File: src/rtl/led_step_ctrl.sv
// Push-button sequencer: synchronises and debounces a raw button, then issues
// single-cycle advance pulses (one per press, periodic while held, pausable).
module led_step_ctrl #(
  parameter int DEBOUNCE_CYCLES = 4,
  parameter int HOLD_CYCLES     = 16,
  parameter int AUTO_PERIOD     = 8
) (
  input  logic       clk,
  input  logic       rst,
  input  logic       button_raw,
  input  logic       pause,
  output logic       advance,
  output logic [1:0] mode,
  output logic [7:0] step_count
);

  localparam int DW = $clog2(DEBOUNCE_CYCLES);
  localparam int HW = $clog2(HOLD_CYCLES);
  localparam int AW = $clog2(AUTO_PERIOD);

  typedef enum logic [1:0] {
    IDLE    = 2'b00,
    PRESSED = 2'b01,
    AUTO    = 2'b10,
    PAUSED  = 2'b11
  } state_t;

  logic          s1, s2;
  logic          btn_db, btn_db_q;
  logic [DW-1:0] dcnt;
  logic          rise;

  state_t        state, state_nxt;
  logic [HW-1:0] hold_cnt, hold_nxt;
  logic [AW-1:0] timer, timer_nxt;
  logic          adv_nxt;

  // Input conditioning: two-flop synchroniser, then a counter that only
  // accepts a new level after DEBOUNCE_CYCLES consecutive differing samples.
  // NOTE: all state uses non-blocking assignments so every flop samples the
  // pre-edge values of the others, independent of statement order.
  always_ff @(posedge clk or negedge rst) begin
    if (!rst) begin
      s1       <= 1'b0;
      s2       <= 1'b0;
      btn_db   <= 1'b0;
      btn_db_q <= 1'b0;
      dcnt     <= '0;
    end else begin
      s1       <= button_raw;
      s2       <= s1;
      btn_db_q <= btn_db;
      if (s2 == btn_db) begin
        dcnt <= '0;
      end else if (dcnt == DW'(DEBOUNCE_CYCLES - 1)) begin
        btn_db <= s2;
        dcnt   <= '0;
      end else begin
        dcnt <= dcnt + 1'b1;
      end
    end
  end

  assign rise = btn_db & ~btn_db_q;

  // NOTE: every signal written here gets a default first, so no path through
  // the case statement can leave one unassigned and infer a latch.
  always_comb begin
    state_nxt = state;
    hold_nxt  = hold_cnt;
    timer_nxt = timer;
    adv_nxt   = 1'b0;
    case (state)
      IDLE: begin
        if (rise) begin
          state_nxt = PRESSED;
          adv_nxt   = 1'b1;
          hold_nxt  = '0;
        end
      end
      PRESSED: begin
        if (!btn_db) begin
          state_nxt = IDLE;
        end else if (hold_cnt == HW'(HOLD_CYCLES - 1)) begin
          state_nxt = AUTO;
          timer_nxt = '0;
        end else begin
          hold_nxt = hold_cnt + 1'b1;
        end
      end
      AUTO: begin
        // Release beats pause, and a pulse due this cycle is dropped.
        if (!btn_db) begin
          state_nxt = IDLE;
        end else if (pause) begin
          state_nxt = PAUSED;
        end else if (timer == AW'(AUTO_PERIOD - 1)) begin
          adv_nxt   = 1'b1;
          timer_nxt = '0;
        end else begin
          timer_nxt = timer + 1'b1;
        end
      end
      PAUSED: begin
        if (!btn_db) begin
          state_nxt = IDLE;
        end else if (!pause) begin
          state_nxt = AUTO;
        end
      end
      default: state_nxt = IDLE;
    endcase
  end

  always_ff @(posedge clk or negedge rst) begin
    if (!rst) begin
      state      <= IDLE;
      hold_cnt   <= '0;
      timer      <= '0;
      advance    <= 1'b0;
      step_count <= '0;
    end else begin
      state    <= state_nxt;
      hold_cnt <= hold_nxt;
      timer    <= timer_nxt;
      advance  <= adv_nxt;
      // Counts alongside the registered pulse so both change on the same edge.
      if (adv_nxt) step_count <= step_count + 8'd1;
    end
  end

  assign mode = state;

endmodule

File: config.mk
export PLATFORM = sky130hd
export DESIGN_NAME = led_step_ctrl
export DESIGN_NICKNAME = d
export VERILOG_FILES = /design/src/rtl/led_step_ctrl.sv
export SDC_FILE = /design/constraint.sdc
export NUM_CORES = 1
export LEC_CHECK = 0
export ABC_CLOCK_PERIOD_IN_PS = 1900
export BUFFER_PORTS_ARGS = -buffer_cell sky130_fd_sc_hd__buf_4
export CAP_MARGIN = 20
export CORE_MARGIN = 8
export CORE_UTILIZATION = 55
export CTS_CLUSTER_SIZE = 14
export DETAILED_ROUTE_END_ITERATION = 8
export GPL_ROUTABILITY_DRIVEN = 0
export PLACE_DENSITY_LB_ADDON = 0.08
export SLEW_MARGIN = 10
export SYNTH_ARGS = -nofsm -noshare
export SYNTH_HDL_FRONTEND = slang
export SYNTH_SLANG_ARGS = --single-unit
export TNS_END_PERCENT = 30
File: constraint.sdc
create_clock -name clk -period 1.9 [get_ports clk]
set_input_delay 0.285 -clock clk [delete_from_list [all_inputs] [get_ports clk]]
set_output_delay 0.285 -clock clk [all_outputs]
set_load 0.02 [all_outputs]
==> results of run 1 <==
-- worst paths after layout --
check                           start       endpoint  slack (ns)  depth (start not counted)
max                          timer[0]  step_count[1]        0.25                          5
min                        button_raw             s1        0.08                          1
max reg2reg                  timer[0]  step_count[1]        0.25                          5
min reg2reg                        s1             s2        0.37                          0
max in group asynchronous         rst        dcnt[0]        1.27                          2
min in group asynchronous         rst       timer[1]        0.40                          2
-- worst max-delay path: cells and delay by family, from the launching register on --
kind | cells | cell delay, ns
fa+ha+maj | 2 | 0.33
simple gates | 1 | 0.14
flops | 1 | 0.40
compound gates | 1 | 0.31
mux | 1 | 0.36
-- per-layer routing --
metal  global-route usage [%]  vias up  routed length (µm)
li1                         -      357                   -
met1                     13.5      353                 896
met2                     19.8        9                 923
met3                     3.39        2                  58
met4                     4.98        0                  12
met5                        0        -                   0
-- cells in the final DEF, fill, tap and decap left out, drive strengths merged --
cell,Yosys,layout
dfrtp,24,24
a31o,1,1
clkbuf,0,3
nand2,6,6
o311ai,1,1
a21boi,1,1
nor4b,1,1
nor4,1,1
nand3,3,3
o21ai,2,2
nor2,3,3
o31ai,1,1
dlygate4sd3,0,1
a21oi,3,3
xor2,1,1
and3b,2,2
mux2,7,7
xnor2,7,7
a2bb2oi,1,1
ha,5,5
nand3b,1,1
and3,3,3
nor2b,3,3
nand2b,4,4
inv,2,2
nor3,1,1
or2,1,1
o2bb2ai,1,1
buf,2,14
nand4,3,3
bufinv,0,1
-- where the power goes --
| part | internal [mW] | switching, mW | total (mW) |
|---|---|---|---|
| Clock | 0.213 | 0.145 | 0.358 |
| Combinational | 0.357 | 0.365 | 0.722 |
| Sequential | 0.657 | 0.174 | 0.832 |
-- stage by stage --
step | setup slack [ns] | hold slack [ns] | total power [mW] | instances | area (µm²)
after floorplan | 0.338 | -0.0106 | 1.35 | 91 | 1110
after global placement | 0.310 | 0.197 | 1.55 | 130 | 1240
after detailed placement | 0.272 | 0.197 | 1.58 | 130 | 1240
after CTS | 0.243 | 0.0607 | 1.94 | 135 | 1300
after global routing | 0.170 | 0.0378 | 2.05 | 135 | 1300
final | 0.248 | 0.0765 | 1.91 | 135 | 1300
-- sequential cells by signal, summed over array words and instances (netlist names) --
signal,cells
step_count,8
hold_cnt,4
timer,3
dcnt,2
mode,2
advance,1
btn_db,1
btn_db_q,1
s1,1
s2,1
-- area by class of cell --
cell class | count | area (µm²) | share of cell area (%)
clock buffer | 3 | 22.5 | 1.73
clock inverter | 1 | 30.0 | 2.31
inverter | 2 | 7.51 | 0.578
multi-input combinational | 63 | 489 | 37.7
sequential | 24 | 601 | 46.2
tap | 27 | 33.8 | 2.60
timing repair buffer | 15 | 115 | 8.86
-- logic make-up (layout without fill, tap and decap cells) --
kind of cell    count (synthesis)  after routing  share of synthesized area [%]
simple gates                   32             32                           17.2
flops                          24             24                           53.9
compound gates                 11             11                           7.75
xor+xnor                        8              8                           6.29
mux                             7              7                           7.08
fa+ha+maj                       5              5                           5.62
buf+inv                         4             21                           2.13
==> results by group, run 1 <==
Status
  • Status: finished, final reports clean

Global routing
  • Initial antenna violation count: 0
  • Largest net degree at the start of global routing: 25
  • GRT Total Usage: about an eighth
  • First-pass GRT wire length: roughly 3300 µm
  • Vias in the first global route: between 700 and 800
  • Grt ovf: 0

CTS
  • TritonCTS Buffers: 3
  • Clock transition at path regs: approximately 0.13 ns
  • # clock sinks: 24
  • Max H-tree Level: 1
  • Clk root buf: clkbuf_4
  • # resized after CTS: 0
  • Worst skew pair latency: about 0.30 ns
  • Post-CTS setup buffer count: 0
  • Clock Path Buffers: 2
  • CTS tree: built
  • Cts hold-fix bufs: 1

Pwr
  • Lkg Pwr: roughly 0.6 nW
  • Pwr Density: 1470 nW/µm²
  • VDD IR max: 0.815 mV

Critical path
  • Crit-path cells: ha_1 -> ha_1 -> nand3b_1 -> a21oi_4 -> mux2_1
  • Worst endpoint required time: around 2.1 ns
  • Critical Path Start Type: register
  • Top fanout value on the critical path: 9
  • Critical path class: register to register
  • CP peak stage delay: 0.40 ns
  • Crit path DAT: between 1.5 and 2 ns
  • CP most frequent cell: ha_1
  • Worst path slowest cell: dfrtp_1
  • Critical path capture point type: register

Final layout
  • ANT cells: 0
  • Layout Utilization: 66.9%
  • Syn-to-layout area delta: 16.6%
  • Nets@finish: about 120
  • Fillcell total: 158
  • Layout cells sized above 1: 25.0%

Logic synthesis
  • Synth cell count leaders: 24 x dfrtp_1, 7 x xnor2_1, 6 x nand2_1
  • Share of the synthesized area in the top cell type: between 50% and 60%
  • Most common cell in the netlist: dfrtp_1
  • Syn Area/Cell: 12.2 µm²
  • Post-Syn Instances: ~90
  • Number of enable flip-flop cells after synthesis: 0
  • Syn nets: 100
  • Netlist cell types: 32
  • Register area share after synthesis: between 50% and 60%
  • Synth area leaders: dfrtp_1 54%, ha_1 5.6%, xnor2_1 5.5%
  • Top_reg_cell synth: dfrtp_1
  • Async set or reset register ratio after synthesis: 100%
  • Yosys reg bits: 24
  • Syn Std Cell Area: around 1100 µm²
  • Cell taking the most area after synthesis: dfrtp_1
  • YS warnings: 0

STA
  • Setup tns final: 0 ns
  • Final setup viols: 0
  • Final Cycle Share: 87.0%
  • Clk_skew: roughly 0.0019 ns
  • Fmax: 605 MHz
  • Least-Margin Pin Slew: 0.397 ns
  • Final hold violation count: 0
  • Fin crit period: between 1.5 and 2 ns
  • Slew Limit Fails: 0
  • Relative slew slack: between 70 and 80%
  • RSZ-0062 raised after global routing: false

Die
  • Initial Util: a little under three fifths
  • Row cnt: 16
  • Die Footprint: 3720 µm²
  • Die width: about 60 µm
  • Io pins: 15
  • Core box area: ~1900 µm²
  • Die Y: a little over 60 µm

Routing
  • WL final: 1890 µm
  • Post-route antenna net violation count: 0
  • First-pass DRT Iterations: 4
  • Residual DRC count: 0
  • Detailed Route Iter0 Violations: 6
  • Vias after detailed routing: just over 700
  • Vias per inst: between 5 and 6
  • Routed len/inst: 14.0 µm

Placement
  • Hpwl dp: 1400 µm
  • IO Port Bufs: 14

Hold path
  • Min-Delay Path Class: primary input to register

Run
  • MaxCap Viol Count: 0
Power figures use the tool's default switching activity.
==> run 2, diff against run 1 <==
--- a/config.mk
+++ b/config.mk
@@ -8,11 +8,11 @@
 export ABC_CLOCK_PERIOD_IN_PS = 1900
 export BUFFER_PORTS_ARGS = -buffer_cell sky130_fd_sc_hd__buf_4
 export CAP_MARGIN = 20
+export CORE_ASPECT_RATIO = 1.25
 export CORE_MARGIN = 8
 export CORE_UTILIZATION = 55
 export CTS_CLUSTER_SIZE = 14
 export DETAILED_ROUTE_END_ITERATION = 8
-export GPL_ROUTABILITY_DRIVEN = 0
 export PLACE_DENSITY_LB_ADDON = 0.08
 export SLEW_MARGIN = 10
 export SYNTH_ARGS = -nofsm -noshare
==> results by group, run 2 (same netlist as run 1, synthesis figures left out) <==
STA
  • Final setup viols: 0 (unchanged)
  • Final worst slack: 0.317 ns (+0.0686 ns)
  • Relative slew slack: 74.0% (+0.45 points)
  • Setup tns final: 0 ns (unchanged)
  • Clk_skew: 0.00175 ns (-0.000179 ns)
  • RSZ-0062 raised after global routing: false
  • Slew Limit Fails: 0 (unchanged)
  • Fin crit period: 1.58 ns (-0.0686 ns)
  • Fmax: 632 MHz (+4.3%)
  • Min Hold Slack: 0.0834 ns (+0.00686 ns)
  • Final hold violation count: 0 (unchanged)
  • Final Cycle Share: 83.3% (-3.6 points)
  • Least-Margin Pin Slew: 0.390 ns (-0.00677 ns)

CTS
  • Worst skew pair latency: 0.30 ns (about the same)
  • Clk root buf: clkbuf_4
  • # clock sinks: 24 (unchanged)
  • Max H-tree Level: 1 (unchanged)
  • Clock Path Buffers: 2 (unchanged)
  • Clock transition at path regs: 0.12 ns (about the same)
  • CTS tree: built
  • TritonCTS Buffers: 3 (unchanged)

Routing
  • Post-route antenna net violation count: 0 (unchanged)
  • First-pass DRT Iterations: 4 (unchanged)
  • Vias per inst: 5.63 (+5.3%)
  • Residual DRC count: 0 (unchanged)
  • WL final: 1720 µm (-9.0%)
  • Routed len/inst: 13.4 µm (-4.1%)
  • Detailed Route Iter0 Violations: 4 (-2)
  • Vias after detailed routing: 720 (-0.14%)

Die
  • Die width: 56.2 µm (-7.8%)
  • Die Footprint: 3730 µm² (+0.24%)
  • Die Y: 66.3 µm (+8.7%)
  • Core box area: 1940 µm² (-0.26%)
  • Initial Util: 57.5% (+0.15 points)
  • Row cnt: 18 (+2)
  • Io pins: 15 (unchanged)

Placement
  • Hpwl dp: 1310 µm (-6.1%)
  • Post-Place Worst Slack: 0.302 ns (+0.0302 ns)
  • IO Port Bufs: 14 (unchanged)
  • Placed Cells: 123 (-5.4%)
  • Final RePlAce weighted congestion: between 0.7 and 0.8

Final layout
  • Layout Utilization: 65.8% (-1.1 points)
  • Most frequent cells in the layout: 24 x dfrtp_1, 14 x buf_4, 7 x xnor2_1, 6 x nand2_1
  • Layout cells sized above 1: 25.0% (unchanged)
  • Max FFs per register: 8 (unchanged)
  • ANT cells: 0 (unchanged)
  • Nets@finish: 118 (unchanged)
  • Commonest non-fill, non-tap cell in the layout: dfrtp_1
  • FF/Latch Area: 601 µm² (unchanged)
  • Syn-to-layout area delta: 14.4%
  • Largest registers: step_count (8), hold_cnt (4), timer (3)
  • Layout Cells excl Fill: 128 (-5.2%)
  • Fillcell total: 155 (-1.9%)
  • Multi-input logic area: 489 µm² (unchanged)
  • Largest Register: step_count

Pwr
  • Pint: 1.13 mW (-7.9%)
  • NetSw: 669 µW (-2.2%)
  • Lkg Pwr: 0.609 nW (-1.1%)
  • VDD IR max: 0.967 mV (+19%)
  • Clk pwr share: 14.2% (-4.5 points)
  • Comb power frac: 39.8% (+2.0 points)
  • Sequential group share of total power: 46.0% (+2.5 points)
  • Switching part of the total power: 37.2% (+1.4 points)
  • Pwr Density: 1410 nW/µm² (-4.0%)

Hold path
  • Min-Delay Path Class: primary input to register

Critical path
  • Critical path class: register to register
  • R2R setup slack: 0.32 ns (+0.07 ns)
  • Critical Path Start Type: register
  • Top fanout value on the critical path: 9 (unchanged)
  • Crit path DAT: 1.78 ns (-0.07 ns)
  • Critical path capture point type: register
  • Worst endpoint required time: 2.10 ns (about the same)

Global routing
  • Vias in the first global route: 745 (+1.5%)
  • Largest net degree at the start of global routing: 25 (unchanged)
  • First-pass GRT wire length: 3140 µm (-3.6%)
  • Grt ovf: 0 (unchanged)
  • GRT Total Usage: 9.86% (-1.9 points)
  • Initial antenna violation count: 0 (unchanged)

Run
  • MaxCap Viol Count: 0 (unchanged)

Status
  • Status: finished, final reports clean
==> run 2: cell count changes in the layout (fill, tap and decap cells not counted) <==
cell and change:
bufinv_16 -1, clkbuf_8 +1
==> run 2: worst max-delay path, cell delays in order (launching register included) <==
cell and delay [ns]:
dfrtp_1 0.39, ha_1 0.15, ha_1 0.16, nand3b_1 0.13
a21oi_4 0.30, mux2_1 0.35
==> run 2: timing repair <==
action,4_1_cts,5_1_grt
setup endpoints to repair,0,0
hold buffers,1,0
hold endpoints to repair,24,0
resized for setup,0,0
buffers inserted,0,0
==> run 2: path summary, 6_finish.rpt <==
path	start	to	depth (start not counted)
max in group asynchronous	rst	dcnt[1]	2
worst max-delay path	timer[0]	step_count[1]	5
worst max register to register	timer[0]	step_count[1]	5
worst min-delay path	button_raw	s1	1
min in group asynchronous	rst	hold_cnt[1]	2
worst min register to register	s1	s2	0
==> run 2: cell type report <==
class                           instances  share of cell area [%]
Multi-Input combinational cell         63                    38.4
Tap cell                               20                    1.96
Sequential cell                        24                    47.2
Timing Repair Buffer                   15                    9.04
Inverter                                2                   0.589
Clock buffer                            4                    2.85
==> run 2: layer usage <==
| layer | global-route usage, % | vias to the layer above | part of all wire, % |
|---|---|---|---|
| met5 | 0 | - | 0 |
| met4 | 2.71 | 0 | 0.58 |
| met3 | 2.50 | 2 | 3.5 |
| met2 | 18.5 | 9 | 53 |
| met1 | 10.7 | 355 | 43 |
| li1 | - | 354 | - |
==> run 2: power by group through the flow <==
stage / Sequential, mW / Clock [mW] / Combinational (mW)
floorplan: 0.878 / 0 / 0.468
global placement: 0.833 / 0 / 0.722
detailed placement: 0.842 / 0 / 0.728
CTS: 0.833 / 0.266 / 0.732
global route: 0.859 / 0.279 / 0.798
finish: 0.828 / 0.256 / 0.716
==> run 2: per-stage QoR <==
step | cell area [µm²] | total power [mW]
floorplan | 1110 | 1.35
global placement | 1230 | 1.55
detailed placement | 1230 | 1.57
CTS | 1270 | 1.83
global route | 1270 | 1.94
finish | 1270 | 1.80
